==> src/rtl/fifo_axis_framer_pkg.sv <==
// Shared constants and helpers for the FIFO-to-AXI-Stream framer and its FIFO.
package fifo_axis_framer_pkg;

    localparam int DEFAULT_WIDTH     = 8;
    localparam int DEFAULT_FRAME_LEN = 16;
    localparam int DEFAULT_TIMEOUT   = 64;

    // Bits needed to count 0..value-1; never less than one bit.
    function automatic int clogb2(input int value);
        int v;
        int r;
        v = value - 1;
        r = 0;
        while (v > 0) begin
            r = r + 1;
            v = v >>> 1;
        end
        if (r == 0) begin
            r = 1;
        end
        return r;
    endfunction

endpackage

==> src/rtl/axis_output_stage.sv <==
// Registered AXI-Stream output slice: holds TDATA/TLAST until the downstream accepts.
module axis_output_stage
    import fifo_axis_framer_pkg::*;
#(
    parameter int WIDTH = DEFAULT_WIDTH
) (
    input  logic             CLK,
    input  logic             RESETN,
    input  logic             i_valid,
    input  logic [WIDTH-1:0] i_data,
    input  logic             i_last,
    output logic             o_ready,
    output logic [WIDTH-1:0] o_tdata,
    output logic             o_tvalid,
    output logic             o_tlast,
    input  logic             i_tready
);

    logic             r_valid;
    logic [WIDTH-1:0] r_data;
    logic             r_last;

    // A beat transfers on a rising edge where o_tvalid & i_tready; once o_tvalid
    // rises, o_tdata/o_tlast stay frozen and o_tvalid stays high until that edge.
    // The slice loads a new word whenever it is empty or its beat is leaving.
    assign o_ready = ~r_valid | i_tready;

    always_ff @(posedge CLK) begin
        if (!RESETN) begin
            r_valid <= 1'b0;
            r_data  <= '0;
            r_last  <= 1'b0;
        end else if (o_ready) begin
            r_valid <= i_valid;
            r_last  <= i_valid & i_last;
            if (i_valid) begin
                r_data <= i_data;
            end
        end
    end

    assign o_tdata  = r_data;
    assign o_tvalid = r_valid;
    assign o_tlast  = r_last;

endmodule

==> src/rtl/fifo_axis_framer.sv <==
// Pops words from a show-ahead FIFO and frames them into AXI-Stream packets of
// FRAME_LEN beats, closing a partial frame after TIMEOUT idle cycles.
module fifo_axis_framer
    import fifo_axis_framer_pkg::*;
#(
    parameter int WIDTH     = DEFAULT_WIDTH,
    parameter int FRAME_LEN = DEFAULT_FRAME_LEN,
    parameter int TIMEOUT   = DEFAULT_TIMEOUT
) (
    input  logic             CLK,
    input  logic             RESETN,
    input  logic [WIDTH-1:0] FIFO_DOUT,
    input  logic             FIFO_NOT_EMPTY,
    output logic             FIFO_RE,
    output logic [WIDTH-1:0] M_TDATA,
    output logic             M_TVALID,
    input  logic             M_TREADY,
    output logic             M_TLAST,
    output logic [15:0]      FRAME_COUNT,
    output logic [15:0]      SHORT_COUNT
);

    localparam int                IDLE_W    = clogb2(TIMEOUT);
    localparam logic [IDLE_W-1:0] IDLE_MAX  = IDLE_W'(TIMEOUT - 1);
    localparam logic [15:0]       LAST_BEAT = 16'(FRAME_LEN - 1);

    logic              r_hold_valid;
    logic [WIDTH-1:0]  r_hold_data;
    logic [15:0]       r_beat_cnt;
    logic [IDLE_W-1:0] r_idle_cnt;
    logic [15:0]       r_frame_count;
    logic [15:0]       r_short_count;

    logic w_stage_ready;
    logic w_last_beat;
    logic w_expired;
    logic w_release;
    logic w_tlast;
    logic w_short;

    assign w_last_beat = (r_beat_cnt == LAST_BEAT);
    assign w_expired   = r_hold_valid & (r_idle_cnt == IDLE_MAX);

    // The held word waits for a successor so it knows whether it ends the frame,
    // unless the frame is already full or the FIFO has been idle too long.
    assign w_release = r_hold_valid & w_stage_ready &
                       (FIFO_NOT_EMPTY | w_last_beat | w_expired);
    assign w_tlast   = w_last_beat | (w_expired & ~FIFO_NOT_EMPTY);
    assign w_short   = w_expired & ~FIFO_NOT_EMPTY & ~w_last_beat;

    assign FIFO_RE = RESETN & FIFO_NOT_EMPTY & (~r_hold_valid | w_release);

    always_ff @(posedge CLK) begin
        if (!RESETN) begin
            r_hold_valid  <= 1'b0;
            r_hold_data   <= '0;
            r_beat_cnt    <= '0;
            r_idle_cnt    <= '0;
            r_frame_count <= '0;
            r_short_count <= '0;
        end else begin
            if (FIFO_RE) begin
                r_hold_valid <= 1'b1;
                r_hold_data  <= FIFO_DOUT;
            end else if (w_release) begin
                r_hold_valid <= 1'b0;
            end

            if (w_release) begin
                r_beat_cnt <= w_tlast ? 16'd0 : r_beat_cnt + 16'd1;
            end

            // Saturates at expiry so a stalled output keeps the timeout asserted.
            if (!r_hold_valid || FIFO_NOT_EMPTY || w_release) begin
                r_idle_cnt <= '0;
            end else if (!w_expired) begin
                r_idle_cnt <= r_idle_cnt + 1'b1;
            end

            if (M_TVALID && M_TREADY && M_TLAST) begin
                r_frame_count <= r_frame_count + 16'd1;
            end
            if (w_release && w_short) begin
                r_short_count <= r_short_count + 16'd1;
            end
        end
    end

    axis_output_stage #(
        .WIDTH (WIDTH)
    ) u_out (
        .CLK      (CLK),
        .RESETN   (RESETN),
        .i_valid  (w_release),
        .i_data   (r_hold_data),
        .i_last   (w_tlast),
        .o_ready  (w_stage_ready),
        .o_tdata  (M_TDATA),
        .o_tvalid (M_TVALID),
        .o_tlast  (M_TLAST),
        .i_tready (M_TREADY)
    );

    assign FRAME_COUNT = r_frame_count;
    assign SHORT_COUNT = r_short_count;

endmodule

==> config.mk <==
export PLATFORM = sky130hd
export DESIGN_NAME = fifo_axis_framer
export DESIGN_NICKNAME = d
export VERILOG_FILES = /design/src/rtl/fifo_axis_framer_pkg.sv /design/src/rtl/axis_output_stage.sv /design/src/rtl/fifo_axis_framer.sv
export SDC_FILE = /design/constraint.sdc
export NUM_CORES = 1
export LEC_CHECK = 0
export CAP_MARGIN = 0
export CORE_MARGIN = 1
export CORE_UTILIZATION = 30
export DETAILED_ROUTE_END_ITERATION = 7
export MAX_ROUTING_LAYER = met4
export PLACE_DENSITY = 0.49
export SKIP_CTS_REPAIR_TIMING = 1
export SLEW_MARGIN = 20
export SYNTH_ARGS = -nofsm -noshare
export SYNTH_HDL_FRONTEND = slang
export SYNTH_SLANG_ARGS = --single-unit
==> constraint.sdc <==
create_clock -name CLK -period 2.35 [get_ports CLK]
set_input_delay 0.235 -clock CLK [delete_from_list [all_inputs] [get_ports CLK]]
set_output_delay 0.235 -clock CLK [all_outputs]
set_load 0.005 [all_outputs]
# == Word-level counts from Yosys, hierarchy flattened ==
# Cells that the tools add are included.
# classes
add_sub_neg,4
n_eq_ne,2
n_mux,3
bitwise,18
reduce_logical,9
# op_table
op,count
adder 16 x 1 -> 16 bit (second input constant),3
== test 16 x 4 -> 1 bit (second input constant),1
two-way mux 16 bit,1
AND 1 bit,8
adder 6 x 1 -> 6 bit (second input constant),1
== test 6 bit (second input constant),1
NOT 1 bit,5
bitwise OR 1 bit,5
logical AND 1 bit,3
logical OR 1 bit,2
two-way mux 1 bit,2
AND reduction 2 bit,1
nonzero test 2 bit,1
OR reduction 2 bit,1
logical NOT 1 bit,1
# totals
reg_bits,73
input_bits,12
out_inout_bits,43
elab_cells,45

# == Logic depth before layout (Yosys ltp) ==
# Gate-level depths: netlist (run 1).
# depth
depth_word,7
depth_mapped,8
depth_no_buf,6

# == Modules after synthesis ==
# From an unflattened synthesis (run 1), not the netlist that was laid out.
# hier_totals
hier_cells,369
hier_area_um2,3286.9
# by_module_without_submodules
mod,n_inst,cells_each,area_per_inst_um2,seq_area_each_um2
fifo_axis_framer,1,326,2867.8,1261.2
axis_output_stage,1,43,419.2,200.2

# == Least setup slack after synthesis (run 1) ==
# OpenSTA, ideal clock, no wires.
# synth_path
path_type,reg2reg
startpoint,register r_idle_cnt[0]
endpoint,register r_short_count[11] (netlist: SHORT_COUNT[11])
setup_time_ps,70
t_arrival_ps,1828
t_required_ps,2280
setup_slack_ps,452
path_stages_with_launch,8
n_path_buf,1
period_less_slack_ps,1898
cell_sequence,dfxtp_1 -> ha_1 -> nand4_1 -> nor3_2 -> nand4_1 -> buf_2 -> or4_1 -> a21oi_1
# synth_via
elab_chain_len,5
word_cells_on_any_way,7
classes_between,1 x eq/ne; 5 x bitwise; 1 x reduce/logical
# synth_rtl
item,line,text
start: declaration,fifo_axis_framer.sv:30,logic [IDLE_W-1:0] r_idle_cnt;
start signal: assignment,fifo_axis_framer.sv:77,r_idle_cnt <= r_idle_cnt + 1'b1;
== test 6 bit (*),fifo_axis_framer.sv:42,assign w_expired = r_hold_valid & (r_idle_cnt == IDLE_MAX);
AND 1 bit (*),fifo_axis_framer.sv:42,
bitwise OR 1 bit or AND 1 bit (tied branches),"fifo_axis_framer.sv:47, fifo_axis_framer.sv:49",
"AND 1 bit, on equally long branches","fifo_axis_framer.sv:46, fifo_axis_framer.sv:49",
logical AND 1 bit (*),fifo_axis_framer.sv:83,if (w_release && w_short) begin
end signal: assignment,fifo_axis_framer.sv:84,r_short_count <= r_short_count + 16'd1;
end: declaration,fifo_axis_framer.sv:32,logic [15:0] r_short_count;
# Mark *: on every way between the ends. The rest lies on a longest branch, timed or not.
# A chain may end at the register's enable or synchronous reset.

# == Worst setup path in the final report (run 1) ==
# layout_path
startpoint,register r_idle_cnt[0]
endpoint,register r_short_count[12] (netlist: SHORT_COUNT[12])
# The elaborated chain is that of the path after synthesis.

==> results of run 1 <==
[layout by cell type (no fill, tap or decap), types with 4 or more instances in the layout]
master | netlist | routed
mux2i_1 | 11 | 11
nor2_1 | 39 | 39
inv_1 | 5 | 5
or4b_1 | 4 | 4
o21ai_1 | 10 | 10
clkbuf_8 | 0 | 10
ha_1 | 4 | 4
dfxtp_1 | 73 | 73
a21oi_1 | 40 | 40
and3_1 | 12 | 12
or4_1 | 14 | 14
buf_4 | 1 | 13
o31ai_1 | 10 | 10
nand2_1 | 42 | 42
nand4_1 | 8 | 8
xnor2_1 | 8 | 8
nand3_1 | 25 | 25
clkdlybuf4s50_1 | 0 | 54
o41ai_1 | 7 | 7
or3_1 | 5 | 5
and4_1 | 8 | 8
xor2_1 | 12 | 12
[area by class of cell]
| cell class | instances | area (µm²) |
|---|---|---|
| clock inverters | 6 | 67.6 |
| fillers | 1123 | 6230 |
| multi-input cells | 285 | 1740 |
| inverters | 6 | 22.5 |
| well taps | 136 | 170 |
| repair buffers | 67 | 638 |
| clock buffers | 10 | 138 |
| flip-flops and latches | 73 | 1460 |
[worst paths after layout]
| check | start | to | slack, ns | cells past startpoint |
|---|---|---|---|---|
| min | r_hold_data[6] | u_out.o_tdata[6] | 0.45 | 2 |
| max reg2reg | r_idle_cnt[0] | SHORT_COUNT[12] | 0.21 | 7 |
| max | r_idle_cnt[0] | SHORT_COUNT[12] | 0.21 | 7 |
| min reg2reg | r_hold_data[6] | u_out.o_tdata[6] | 0.45 | 2 |
[per-layer routing]
metal,GRT usage,part of all wire,wire length (µm),vias to the layer above
met3,0.0492,0.052,420,8
met1,0.209,0.50,4020,1398
li1,-,-,-,1521
met4,0.0499,0.012,97,0
met5,-,0,0,-
met2,0.224,0.44,3550,61
[stage by stage]
step	util	worst slack [ns]
detailed placement	0.385	0.216
floorplan	-	0.452
global placement	0.385	0.223
finish	0.405	0.212
global route	0.405	0.00434
CTS	0.405	0.202
[worst max-delay path: stages (launching register included)]
cell and delay, ns:
dfxtp_1 0.37, ha_1 0.24, nand4_1 0.16, nor3_2 0.29, nand4_1 0.13, buf_4 0.21
or4_1 0.52, a21oi_1 0.15
[logic make-up (layout without fill, tap and decap cells)]
group,count (synthesis),count (layout),share of synthesized area
buffers and inverters,23,89,0.0285
XOR/XNOR,20,20,0.0532
adder cells (fa/ha/maj),4,4,0.0152
AND/OR/NAND/NOR,175,175,0.291
multiplexers,11,11,0.0335
AO/OA/AOI/OAI,75,75,0.135
flip-flops,73,73,0.444
[power by group through the flow]
stage          logic [µW]  registers, µW  clock network [µW]
6_report              120           1260                1030
5_1_grt               133           1260                1130
4_1_cts               122           1260                1060
3_5_place_dp          121           1290                   0
3_3_place_gp          121           1290                   0
2_1_floorplan        63.6           1290                   0
[state kept, by name, indices dropped and copies added (netlist names)]
name	cells
r_hold_data	8
u_out.o_tvalid	1
r_idle_cnt	6
u_out.o_tdata	8
FRAME_COUNT	16
r_hold_valid	1
SHORT_COUNT	16
u_out.o_tlast	1
r_beat_cnt	16
==> results by group, run 1 <==
Placement
  • DP Wirelength: 5.57 mm
  • Dpl cells: between 500 and 600
  • PortBufs: between 50 and 60
  • Cell Area, Placed: around 4000 µm²
  • Final Wtd Congestion: 0.772

Worst setup path
  • Critical Path RT: 2.64 ns
  • Nature of the critical path startpoint: flip-flop
  • CP Data Arrival Time: 2.42 ns
  • Worst setup EP type: flip-flop
  • Worst-path maximum fanout: 22
  • Kind of critical path: reg -> reg

Yosys
  • Area leader, netlist: dfxtp_1
  • Post-synthesis sequential area ratio: 0.444
  • Syn_nets: 397
  • Synth async-reset ratio: 0
  • Top cell type's share of synthesized area: 0.444
  • Synthesized cell area: 3290 µm²
  • Post-synth EDFFs: 0
  • Top FF cell, synth: dfxtp_1
  • Yosys reg bits: 73
  • Cells after Synth: 381
  • Most frequent cell after synthesis: dfxtp_1
  • Count of cell types in the netlist: 39
  • Synth top cells by count: 73 x dfxtp_1, 42 x nand2_1, 40 x a21oi_1, 39 x nor2_1, 25 x nand3_1
  • Warnings from Yosys: 0
  • Top post-synthesis cells by area: dfxtp_1 44%, a21oi_1 6.1%, nand2_1 4.8%
  • Mean Syn Cell Area: 8.64 µm²

Cells and area
  • Fin area: 4230 µm²
  • Final non-filler cell total: between 500 and 600
  • Nets@finish: 458
  • Share of cells above drive strength 1: 0.0805
  • ANT cells: 0
  • Area Growth Syn to Fin: 28.6%

Timing
  • RSZ-0062 raised after global routing: false
  • Setup Viol. Count Final: 0
  • Minimum clock period: 2.14 ns
  • Total Neg Setup Slack: 0 ns
  • Final period util: 0.910
  • Worst hold slack: 0.455 ns
  • Measured slew at the worst slew-check pin: 0.822 ns
  • Final Skew: 0.00709 ns
  • Final hold vios: 0
  • Max Clock Freq: between 0.4 and 0.5 GHz
  • Worst slew margin: 0.450
  • Final Max Tran Viols: 0

Clock network
  • CTS tree: yes
  • Clk buf depth: 2
  • CTS root buf: clkbuf_8
  • Worst skew pair latency: approximately 0.35 ns
  • Clock transition at path regs: approximately 0.080 ns
  • CTS Sinks: 73
  • CTS HTree Levels: 3
  • TritonCTS Buffers: 9

Power and ir drop
  • Net Sw Power: 585 µW
  • Cell area power density: 570 nW/µm²
  • P_int: 1830 µW
  • Comb pwr share: 0.050
  • Lkg Pwr: between 0.001 and 0.0015 µW
  • Design Power: around 2400 µW
  • Flop pwr share: 0.523
  • Peak supply drop: 0.290 mV
  • Power share of the clock group: 0.427
  • Switching part of the total: 0.242

Global routing
  • Largest net degree at the start of global routing: 23
  • Congestion Overflow GR: 0
  • Initial antenna violation count: 0
  • Vias in the first global route: 2826
  • Overall Global Routing Usage: 0.157
  • First-pass GRT wire length: 14.0 mm

Routing
  • Average wire per standard cell: 13.9 µm
  • First-pass iteration count of the detailed router: 4
  • DR DRC count: 0
  • Via density: a little over 5
  • Post-Route WL: 8.09 mm
  • Routed vias: ~3000
  • DRT iter0 DRCs: between 100 and 150
  • Antenna-violating nets left: 0

Outcome
  • Outcome: complete, no violations

Die
  • Core Area: around 10000 µm²
  • Die area: around 11000 µm²
  • Initial Util: 0.315
  • Ports: 55
  • Die height: 107 µm
  • Chip width: between 100 and 150 µm
  • Row Count: 37

Flow run
  • MaxCap Viol Count: 0

Worst hold path
  • Hold Crit Class: reg -> reg
Note: power is estimated with default switching activity, not from simulation.
==> run 2, diff against run 1 <==
--- a/config.mk
+++ b/config.mk
@@ -6,7 +6,7 @@
 export NUM_CORES = 1
 export LEC_CHECK = 0
 export CAP_MARGIN = 0
-export CORE_MARGIN = 1
+export CORE_MARGIN = 2
 export CORE_UTILIZATION = 30
 export DETAILED_ROUTE_END_ITERATION = 7
 export MAX_ROUTING_LAYER = met4
==> results by group, run 2 (synthesis gave the netlist of run 1 again) <==
Outcome
  • Outcome: complete, no violations

Die
  • Core Area: 10800 µm² (+3.2%)
  • Row Count: 38 (+2.7%)
  • Die area: 11800 µm² (+3.8%)
  • Initial Util: 0.305 (-0.00963)
  • Die height: 109 µm (+1.9%)
  • Chip width: 109 µm (+1.9%)
  • Ports: 55 (unchanged)

Worst setup path
  • Kind of critical path: reg -> reg
  • Critical path's slowest cell: or4b_1
  • Critical Path RT: 2.61 ns (-0.03 ns)
  • Critical path's largest stage delay: 0.48 ns (-0.04 ns)
  • Worst path cell trace: ha_1, and4_1, a31oi_1, a21oi_4, or4b_1, a21oi_1
  • CP Data Arrival Time: 2.45 ns (+0.03 ns)
  • Worst-path maximum fanout: 7 (-68%)
  • Worst setup EP type: flip-flop
  • Nature of the critical path startpoint: flip-flop

Routing
  • Via density: 5.05 (-1.5%)
  • Antenna-violating nets left: 0 (unchanged)
  • DRT iter0 DRCs: 123 (+22%)
  • Routed vias: 2953 (-1.2%)
  • DR DRC count: 0 (unchanged)
  • First-pass iteration count of the detailed router: 4 (unchanged)
  • Average wire per standard cell: 13.2 µm (-5.2%)
  • Post-Route WL: 7.70 mm (-4.9%)

Clock network
  • TritonCTS Buffers: 9 (unchanged)
  • Clk buf depth: 2 (unchanged)
  • CTS tree: yes
  • CTS root buf: clkbuf_8
  • Clock transition at path regs: 0.08 ns (about the same)
  • CTS HTree Levels: 3 (unchanged)
  • CTS Sinks: 73 (unchanged)
  • Worst skew pair latency: 0.35 ns (about the same)

Timing
  • Max Clock Freq: 0.458 GHz (-2.1%)
  • Final period util: 0.930 (+0.0199)
  • Minimum clock period: 2.18 ns (+0.0467 ns)
  • Setup Viol. Count Final: 0 (unchanged)
  • Final Max Tran Viols: 0 (unchanged)
  • Total Neg Setup Slack: 0 ns (unchanged)
  • Worst slew margin: 0.461 (+0.0109)
  • Final hold vios: 0 (unchanged)
  • RSZ-0062 raised after global routing: false
  • Measured slew at the worst slew-check pin: 0.806 ns (-0.0163 ns)
  • Final Skew: 0.0113 ns (+0.00422 ns)

Worst hold path
  • Hold Crit Class: reg -> reg

Power and ir drop
  • Cell area power density: 559 nW/µm² (-1.9%)
  • Lkg Pwr: 0.00142 µW (-0.97%)
  • Peak supply drop: 0.266 mV (-8.2%)
  • Design Power: 2360 µW (-2.1%)

Cells and area
  • Most frequent cells in the layout: 73 x dfxtp_1, 54 x clkdlybuf4s50_1, 42 x nand2_1
  • Area Growth Syn to Fin: 28.4%
  • Fillcell total: 1103 (-1.8%)
  • Most common cell after layout, fill and taps aside: dfxtp_1
  • End-of-flow core utilization: 0.391 (-0.0132)
  • ANT cells: 0 (unchanged)
  • Share of cells above drive strength 1: 0.0764 (-0.00413)
  • Nets@finish: 456 (-0.44%)

Placement
  • Final Wtd Congestion: 0.784 (+1.5%)
  • DP Wirelength: 5.35 mm (-3.9%)
  • PortBufs: 54 (unchanged)

Global routing
  • Vias in the first global route: 2715 (-3.9%)
  • Congestion Overflow GR: 0 (unchanged)
  • Largest net degree at the start of global routing: 23 (unchanged)
  • Initial antenna violation count: 0 (unchanged)
  • Overall Global Routing Usage: 0.141 (-0.0153)
  • First-pass GRT wire length: 13.1 mm (-6.5%)

Flow run
  • MaxCap Viol Count: 0 (unchanged)
## run 2: report_power, final
group,internal [µW],switching (µW)
clock network,494,487
registers,1250,8.73
logic,53.4,66.8
## run 2: cell type report
type                            instances  area [µm²]  area share
Sequential cell                        73        1460       0.346
Clock buffer                           10         128      0.0302
Multi-Input combinational cell        285        1750       0.414
Clock inverter                          6        67.6      0.0160
Tap cell                              140         175      0.0415
Timing Repair Buffer                   65         623       0.148
Inverter                                6        22.5     0.00533
## run 2: final timing paths
check            startpoint          endpoint  slack, ns  cells past startpoint
max           r_idle_cnt[0]    r_beat_cnt[10]       0.17                      6
max reg2reg   r_idle_cnt[0]    r_beat_cnt[10]       0.17                      6
min          r_hold_data[7]  u_out.o_tdata[7]       0.45                      2
min reg2reg  r_hold_data[7]  u_out.o_tdata[7]       0.45                      2
## run 2: per-layer routing
layer / GRT usage / wire length, µm / vias to the layer above
li1: - / - / 1518
met1: 0.188 / 3910 / 1373
met2: 0.213 / 3370 / 52
met3: 0.0317 / 310 / 10
met4: 0.0440 / 101 / 0
met5: - / 0 / -
## run 2: stage by stage
stage	hold WS (ns)	area (µm²)	worst slack (ns)	instances
final	0.454	4220	0.166	585
after global routing	0.472	4220	0.0103	585
after CTS	0.457	4210	0.153	585
after detailed placement	0.444	4020	0.185	569
after global placement	0.439	4020	0.208	569
after floorplan	0.352	3290	0.452	381
## run 2: worst max-delay path, delay by kind of cell (launching register included)
family                     cells  cell delay [ns]
AOI/OAI and AO/OA              3             0.76
and+or+nand+nor                2             0.74
DFF                            1             0.36
adders and majority gates      1             0.24
